### config.mk
export PLATFORM = sky130hd
export DESIGN_NAME = barrier_scroller
export DESIGN_NICKNAME = d
export VERILOG_FILES = /design/src/rtl/game_pkg.sv /design/src/rtl/lfsr_gen.sv /design/src/rtl/barrier_scroller.sv
export SDC_FILE = /design/constraint.sdc
export NUM_CORES = 1
export LEC_CHECK = 0
export CAP_MARGIN = 20
export CORE_AREA = 3 3 99 101
export CTS_CLUSTER_SIZE = 25
export DETAILED_ROUTE_END_ITERATION = 7
export DIE_AREA = 0 0 102 104
export MAX_ROUTING_LAYER = met4
export PLACE_DENSITY = 0.68
export SYNTH_ARGS = -nofsm -noshare
export SYNTH_HDL_FRONTEND = slang
export SYNTH_HIERARCHICAL = 1
export SYNTH_SLANG_ARGS = --single-unit
### constraint.sdc
create_clock -name clk -period 1.76 [get_ports clk]
set_input_delay 0.264 -clock clk [delete_from_list [all_inputs] [get_ports clk]]
set_output_delay 0.264 -clock clk [all_outputs]
set_load 0.05 [all_outputs]
### src/rtl/game_pkg.sv
`default_nettype none
// ============================================================================
// Module   : game_pkg
// Purpose  : Shared types and constants for the barrier scroller game logic.
// Revision : 1.0 - initial release
// ============================================================================
package game_pkg;

  typedef enum logic [1:0] {
    IDLE = 2'd0,
    RUN  = 2'd1,
    HIT  = 2'd2
  } game_state_t;

  localparam int unsigned c_lfsr_width  = 8;
  // Galois right-shift mask for x^8+x^6+x^5+x^4+1 (maximal length)
  localparam logic [c_lfsr_width-1:0] c_lfsr_taps = 8'hB8;
  localparam int unsigned c_score_width = 16;

endpackage : game_pkg
`default_nettype wire

### src/rtl/lfsr_gen.sv
`default_nettype none
// ============================================================================
// Module   : lfsr_gen
// Purpose  : Free-running Galois LFSR, advances every clock, async active-low reset.
// Revision : 1.0 - initial release
// ============================================================================
module lfsr_gen #(
  parameter int unsigned        WIDTH = 8,
  parameter logic [WIDTH-1:0]   SEED  = WIDTH'(1),
  parameter logic [WIDTH-1:0]   TAPS  = WIDTH'(1)
) (
  input  logic             clk,
  input  logic             rst,
  output logic [WIDTH-1:0] value
);

  logic [WIDTH-1:0] r_value;

  always_ff @(posedge clk or negedge rst) begin
    if (!rst) begin
      r_value <= SEED;
    end else if (r_value[0]) begin
      r_value <= (r_value >> 1) ^ TAPS;
    end else begin
      r_value <= r_value >> 1;
    end
  end

  assign value = r_value;

endmodule : lfsr_gen
`default_nettype wire

### src/rtl/barrier_scroller.sv
`default_nettype none
// ============================================================================
// Module   : barrier_scroller
// Purpose  : Multi-lane scrolling barrier track with LFSR injection, collision
//            detection and optional score counter (BARRIER_SCROLLER_SCORE_EN).
// Revision : 1.0 - initial release
// ============================================================================
module barrier_scroller
  import game_pkg::*;
#(
  parameter int unsigned              TRACK_LEN = 40,
  parameter int unsigned              LANES     = 2,
  parameter int unsigned              HIT_POS   = 37,
  parameter int unsigned              MIN_GAP   = 2,
  parameter logic [c_lfsr_width-1:0]  LFSR_SEED = 8'h91
) (
  input  logic                         clk,
  input  logic                         rst,
  input  logic                         tick,
  input  logic                         restart,
  input  logic [LANES-1:0]             player_mask,
  output logic [LANES*TRACK_LEN-1:0]   track,
  output logic                         collide,
  output logic                         running,
  output logic [c_score_width-1:0]     score
);

  localparam int unsigned c_gap_w = (MIN_GAP > 0) ? $clog2(MIN_GAP + 1) : 1;
  localparam logic [c_gap_w-1:0] c_gap_load = c_gap_w'(MIN_GAP);

  game_state_t                 r_state;
  logic [LANES*TRACK_LEN-1:0]  r_track;
  logic [LANES*TRACK_LEN-1:0]  w_track_next;
  logic [c_gap_w-1:0]          r_gap;
  logic [c_gap_w-1:0]          w_gap_next;
  logic                        r_collide;
  logic                        r_running;
  logic [c_lfsr_width-1:0]     w_lfsr;
  logic [31:0]                 w_lane_sel;
  logic                        w_do_inject;
  logic                        w_hit;
  logic [LANES-1:0]            w_hit_vec;
  logic [LANES-1:0]            w_inject;

  lfsr_gen #(
    .WIDTH (c_lfsr_width),
    .SEED  (LFSR_SEED),
    .TAPS  (c_lfsr_taps)
  ) u_lfsr (
    .clk   (clk),
    .rst   (rst),
    .value (w_lfsr)
  );

  // Injection only when the spacing counter has drained; upper LFSR bits pick the lane.
  assign w_lane_sel  = 32'(w_lfsr[c_lfsr_width-1:1]) % LANES;
  assign w_do_inject = (r_gap == '0) && w_lfsr[0];
  assign w_gap_next  = w_do_inject      ? c_gap_load :
                       (r_gap != '0)    ? r_gap - c_gap_w'(1) : r_gap;

  for (genvar l = 0; l < LANES; l++) begin : g_lane
    assign w_inject[l]  = w_do_inject && (w_lane_sel == 32'(l));
    assign w_hit_vec[l] = r_track[l*TRACK_LEN + HIT_POS] & player_mask[l];
    assign w_track_next[l*TRACK_LEN +: TRACK_LEN] =
      {r_track[l*TRACK_LEN +: TRACK_LEN-1], w_inject[l]};
  end

  assign w_hit = (r_state == RUN) && (|w_hit_vec);

  // Restart outranks hit, which outranks a scroll tick.
  always_ff @(posedge clk or negedge rst) begin
    if (!rst) begin
      r_state   <= IDLE;
      r_track   <= '0;
      r_gap     <= '0;
      r_collide <= 1'b0;
      r_running <= 1'b0;
    end else begin
      case (r_state)
        IDLE: begin
          if (restart) begin
            r_state   <= RUN;
            r_running <= 1'b1;
            r_track   <= '0;
            r_gap     <= '0;
          end
        end
        RUN: begin
          if (restart) begin
            r_track <= '0;
            r_gap   <= '0;
          end else if (w_hit) begin
            r_state   <= HIT;
            r_collide <= 1'b1;
            r_running <= 1'b0;
          end else if (tick) begin
            r_track <= w_track_next;
            r_gap   <= w_gap_next;
          end
        end
        HIT: begin
          if (restart) begin
            r_state   <= RUN;
            r_collide <= 1'b0;
            r_running <= 1'b1;
            r_track   <= '0;
            r_gap     <= '0;
          end
        end
        default: begin
          r_state   <= IDLE;
          r_track   <= '0;
          r_gap     <= '0;
          r_collide <= 1'b0;
          r_running <= 1'b0;
        end
      endcase
    end
  end

  assign track   = r_track;
  assign collide = r_collide;
  assign running = r_running;

`ifdef BARRIER_SCROLLER_SCORE_EN
  logic [c_score_width-1:0] r_score;
  logic                     w_score_inc;

  assign w_score_inc = (r_state == RUN) && tick && !restart && !w_hit;

  always_ff @(posedge clk or negedge rst) begin
    if (!rst) begin
      r_score <= '0;
    end else if (restart) begin
      r_score <= '0;
    end else if (w_score_inc && (r_score != '1)) begin
      r_score <= r_score + c_score_width'(1);
    end
  end

  assign score = r_score;
`else
  assign score = '0;
`endif

endmodule : barrier_scroller
`default_nettype wire

======== Yosys cells after proc, flatten, opt, wreduce, memory -nomap -nowiden ========
Index checks and enable logic that the tools add are counted.
word-level totals
  register bits after elaboration ......... 94
  output and inout bits ................... 98
cells by class
  add/sub/neg operators ................... 1
  equality and inequality tests ........... 9
  mux-type cells .......................... 25
  bitwise logic cells ..................... 4
  reductions and logical operators ........ 14
operators with widths
  cell                   number
  $mux W80               4
  $pmux W80 S2           1
  $logic_not A32 Y1      1
  $mux W2                9
  $mux W8                1
  $pmux W2 S2            2
  $reduce_and A4 Y1      2
  $mux W1                6
  $ne A2 B2 Y1 const B   3
  $ne A3 B3 Y1 const B   2
  $reduce_and A3 Y1      2
  $logic_and A1 B1 Y1    4
  $logic_not A2 Y1       2
  $ne A4 B4 Y1 const B   1
  $not A3 Y4             1
  $reduce_or A2 Y1       2
  $pmux W1 S3            1
  $and A1 B1 Y1          2
  $eq A2 B1 Y1 const B   1
  $eq A2 B2 Y1 const B   1
  $ne A2 B1 Y1 const B   1
  $pmux W1 S2            1
  $reduce_bool A2 Y1     1
  $sub A2 B1 Y2 const B  1
  $not A1 Y1             1

======== Longest topological paths before layout ========
  depth in word-level cells ............... 7
  gate-level depth with buffers ........... 7

======== Modules after synthesis ========
Netlist, hierarchy kept.
modules (own cells, without submodules)
  module            instances  cells an instance  area an instance (µm²)  sequential area each (µm²)
  barrier_scroller  1          238                3309.4                  2152.1
  lfsr_gen          1          11                 230.2                   203.9

======== Worst setup path after synthesis ========
Ideal clock, no wire load.
  path kind ............................... register to register
  start point ............................. reg r_track[37], in the netlist track[37]
  end point ............................... reg r_track[77], in the netlist track[77]
  data arrival time ....................... 1.663 ns
  required time ........................... 1.639 ns
  path slack .............................. -0.024 ns
  stages on the path, launching flop included .. 8
  buffers on the path ..................... 3
  cells stage by stage .................... dfrtp_1 a22oi_2 nand2_1 a21o_1 buf_6 buf_6 buf_6 a22o_1
on the way
  word-level cells in the longest chain between the ends .. 5
RTL lines
  element                      line                    text
  start: declaration           barrier_scroller.sv:32  logic [LANES*TRACK_LEN-1:0] r_track;
  start signal: assignment     barrier_scroller.sv:97  r_track <= w_track_next;
  $and A1 B1 Y1                barrier_scroller.sv:63  assign w_hit_vec[l] = r_track[l*TRACK_LEN + HIT_POS] & player_mask[l];
  $reduce_or A2 Y1             barrier_scroller.sv:68  assign w_hit = (r_state == RUN) && (|w_hit_vec);
  $logic_and A1 B1 Y1          barrier_scroller.sv:68
  $ne A3 B3 Y1 (no line)       --
  $reduce_and A3 Y1 (no line)  --
No other way between the ends.
A chain may end at the register's enable or synchronous reset.

======== Worst setup path after layout ========
  start point ............................. reg r_track[37], in the netlist track[37]
  end point ............................... reg r_track[28], in the netlist track[28]
Same word-level chain as after synthesis.

==> impl_results.md <==
- Routed WL: 7290 um
- Inserted Diodes: 0
- Final antenna-violating net count: 0
- Pre-antenna DRT Iters: 4
- Detailed-route via count: 2363
- H-tree depth: 3
- Most common cell in the netlist: dfrtp_1
- RSZ-0062 raised after global routing: no
- Nets@finish: between 300 and 400
- Sequential-to-total area share from yosys stat: between 60% and 70%
- Area delta synth->final: 28.53%
- Finish-stage setup viols: 0
- Synth unique cells: 30
- Buffers added on ports: 87
- Setup WS pre-CTS: -70.67 ps
- Synth cell count leaders: 91 x dfrtp_1, 79 x a22o_1, 18 x buf_4
- Max-slew violations: 0
- Maximum vdd ir drop: roughly 0.40 mV
- Startpoint Class: register
- CP arrival: roughly 1800 ps
- Initial Utilization: 38.86%
- Hold Fails Final Rpt: 0
- Async SR Flop Fraction: between 90% and 100%
- Gr ovfl total: 0
- Clock-pin slew on the worst setup and hold paths: 90 ps
- Area share of the largest cell type after synthesis: 64.33%
- Top-Level Pins: around 100
- CP Capture Type: register
- Layout filler cell count: roughly 810
- Syn. warnings: 6
- Crit-path max FO: 42
- CTS Buffer Depth: 2
- Setup Fix Bufs, Post-CTS: 0
- Remaining DRCs: 0
- DR vias/cell: 5.159
- Yosys reg bits: 94
- Final Power: between 0.003 and 0.004 W
- PD cells: roughly 900 nW/um2
- First-pass GRT wire length: around 12000 um
- Die area: ~11000 um2
- GRT Util Overall: approximately 15%
- Synthesized area: roughly 3500 um2
- Synthesized area per cell: between 10 and 15 um2
- Worst setup path class: register to register
- DR iter-0 viols: around 110
- Top cells by area, synth: dfrtp_1 64%, a22o_1 20%, buf_4 3.8%, dfstp_2 2.2%, buf_6 1.3%
- Synth Flop Type: dfrtp_1
- CTS tree: yes
- Placeable Area: just over 9000 um2
- Worst Slack Setup Final: approximately 220 ps
- Row count: 35
- Tcrit/Tclk final: a little under 90%
- Utilization after layout: between 40% and 50%
- Layout cell share with drive strength beyond 1: between 30% and 40%
- Largest net degree at the start of global routing: slightly below 60
- Chip height: approximately 100 um
- Worst Hold Class: register to register
- Critical Path RT: approximately 2000 ps
- Number of synthesized flops with an enable pin: 0
- Vias in the first global route: ~2400
- Tmin final: 1542 ps
- Cell taking the most area after synthesis: dfrtp_1
- Leakage power: between 2 and 2.5 nW
- Max Cap Viol: 0
- FMAX: 648.7 MHz
- Die Span X: roughly 100 um
- TritonCTS Buffers: 9
- Reg2Reg Setup Slack: about 220 ps
- Clk Latency, worst-skew pair: about 350 ps
- Final Skew: around 9.5 ps
- RD Place Congestion: slightly above 0.8
- CTS Root Cell: clkbuf_8
- Post-Synthesis Cells: 249
- Antenna violations before repair: 0
- CTS Sinks: 94
- Outcome: complete, no violations
- Half-perimeter wire length after placement: roughly 5000 um
- Routed wire per std cell: 15.92 um
[flip-flops by register name (all words and copies together), names as in the netlist]
signal,cells
u_lfsr/value,8
collide,1
r_gap,2
track,80
r_state,2
running,1
[final cells by class]
type	count	area (um2)	share of cell area, %
tap	111	138.9	3.053
inverter	3	11.26	0.2475
multi-input combinational	133	996.0	21.89
clock buffer	11	141.4	3.108
sequential	94	2359	51.84
timing repair buffer	101	822.0	18.07
clock inverter	5	81.33	1.788
[worst paths after layout]
check	start	to	cells past startpoint
min in group asynchronous	rst	track[10]	2
max reg2reg	track[37]	track[28]	5
min	u_lfsr/value[3]	u_lfsr/value[2]	0
max	track[37]	track[28]	5
min reg2reg	u_lfsr/value[3]	u_lfsr/value[2]	0
max in group asynchronous	rst	track[36]	3
[what timing repair did]
action | CTS | global route
resized for setup | 1 | 0
hold buffers | 1 | 0
endpoints found under the setup margin | 1 | 0
endpoints found under the hold margin | 31 | 0
[critical path, cell delays in order (launching register included)]
cell and delay (ps):
dfrtp_2 460, a22oi_2 230, nand2_1 80, a21o_2 260, buf_12 180, a22o_1 200
[logic make-up after synthesis]
logic type	Yosys count	share of synthesized area [%]
flip-flops	94	66.56
other	1	0.1059
AND/OR/NAND/NOR	20	2.934
XOR/XNOR	3	0.7424
AO/OA/AOI/OAI	92	22.09
buffers and inverters	37	6.928
adder cells (fa/ha/maj)	1	0.3534
multiplexers	1	0.2828
[routing by layer]
metal / GRT usage, % / wire length [um]
met5: - / 0
met3: 2.280 / 358
met1: 20.49 / 3362
met2: 21.77 / 3453
met4: 5.623 / 116
[layout by cell type (no fill, tap or decap), types with 2 or more instances in the layout]
master / count
dfrtp_1: 89
clkdlybuf4s50_1: 4
o21ai_0: 2
a22o_1: 79
dfrtp_2: 2
nand2_1: 6
nor2_1: 6
xor2_1: 3
buf_12: 4
dfstp_2: 3
a21oi_1: 5
conb_1: 16
clkinv_2: 2
bufinv_16: 2
buf_4: 91
inv_1: 3
clkbuf_8: 10
[report_power, final]
group,switching (W),internal (W)
sequential,0.00000377,0.00216
combinational,0.000198,0.0000584
clock,0.000729,0.000846
total,0.000931,0.00307
[metrics by stage]
stage,std cells,TNS [ps],hold WS (ps),instance area (um2)
6_report,458,0,356.4,4549
5_1_grt,458,0,361.8,4549
4_1_cts,458,0,354.6,4549
3_5_place_dp,441,-3357,266.5,4318
3_3_place_gp,441,-2242,252.5,4318
2_1_floorplan,264,0,-31.59,3598
Note: power is estimated with default switching activity, not from simulation.
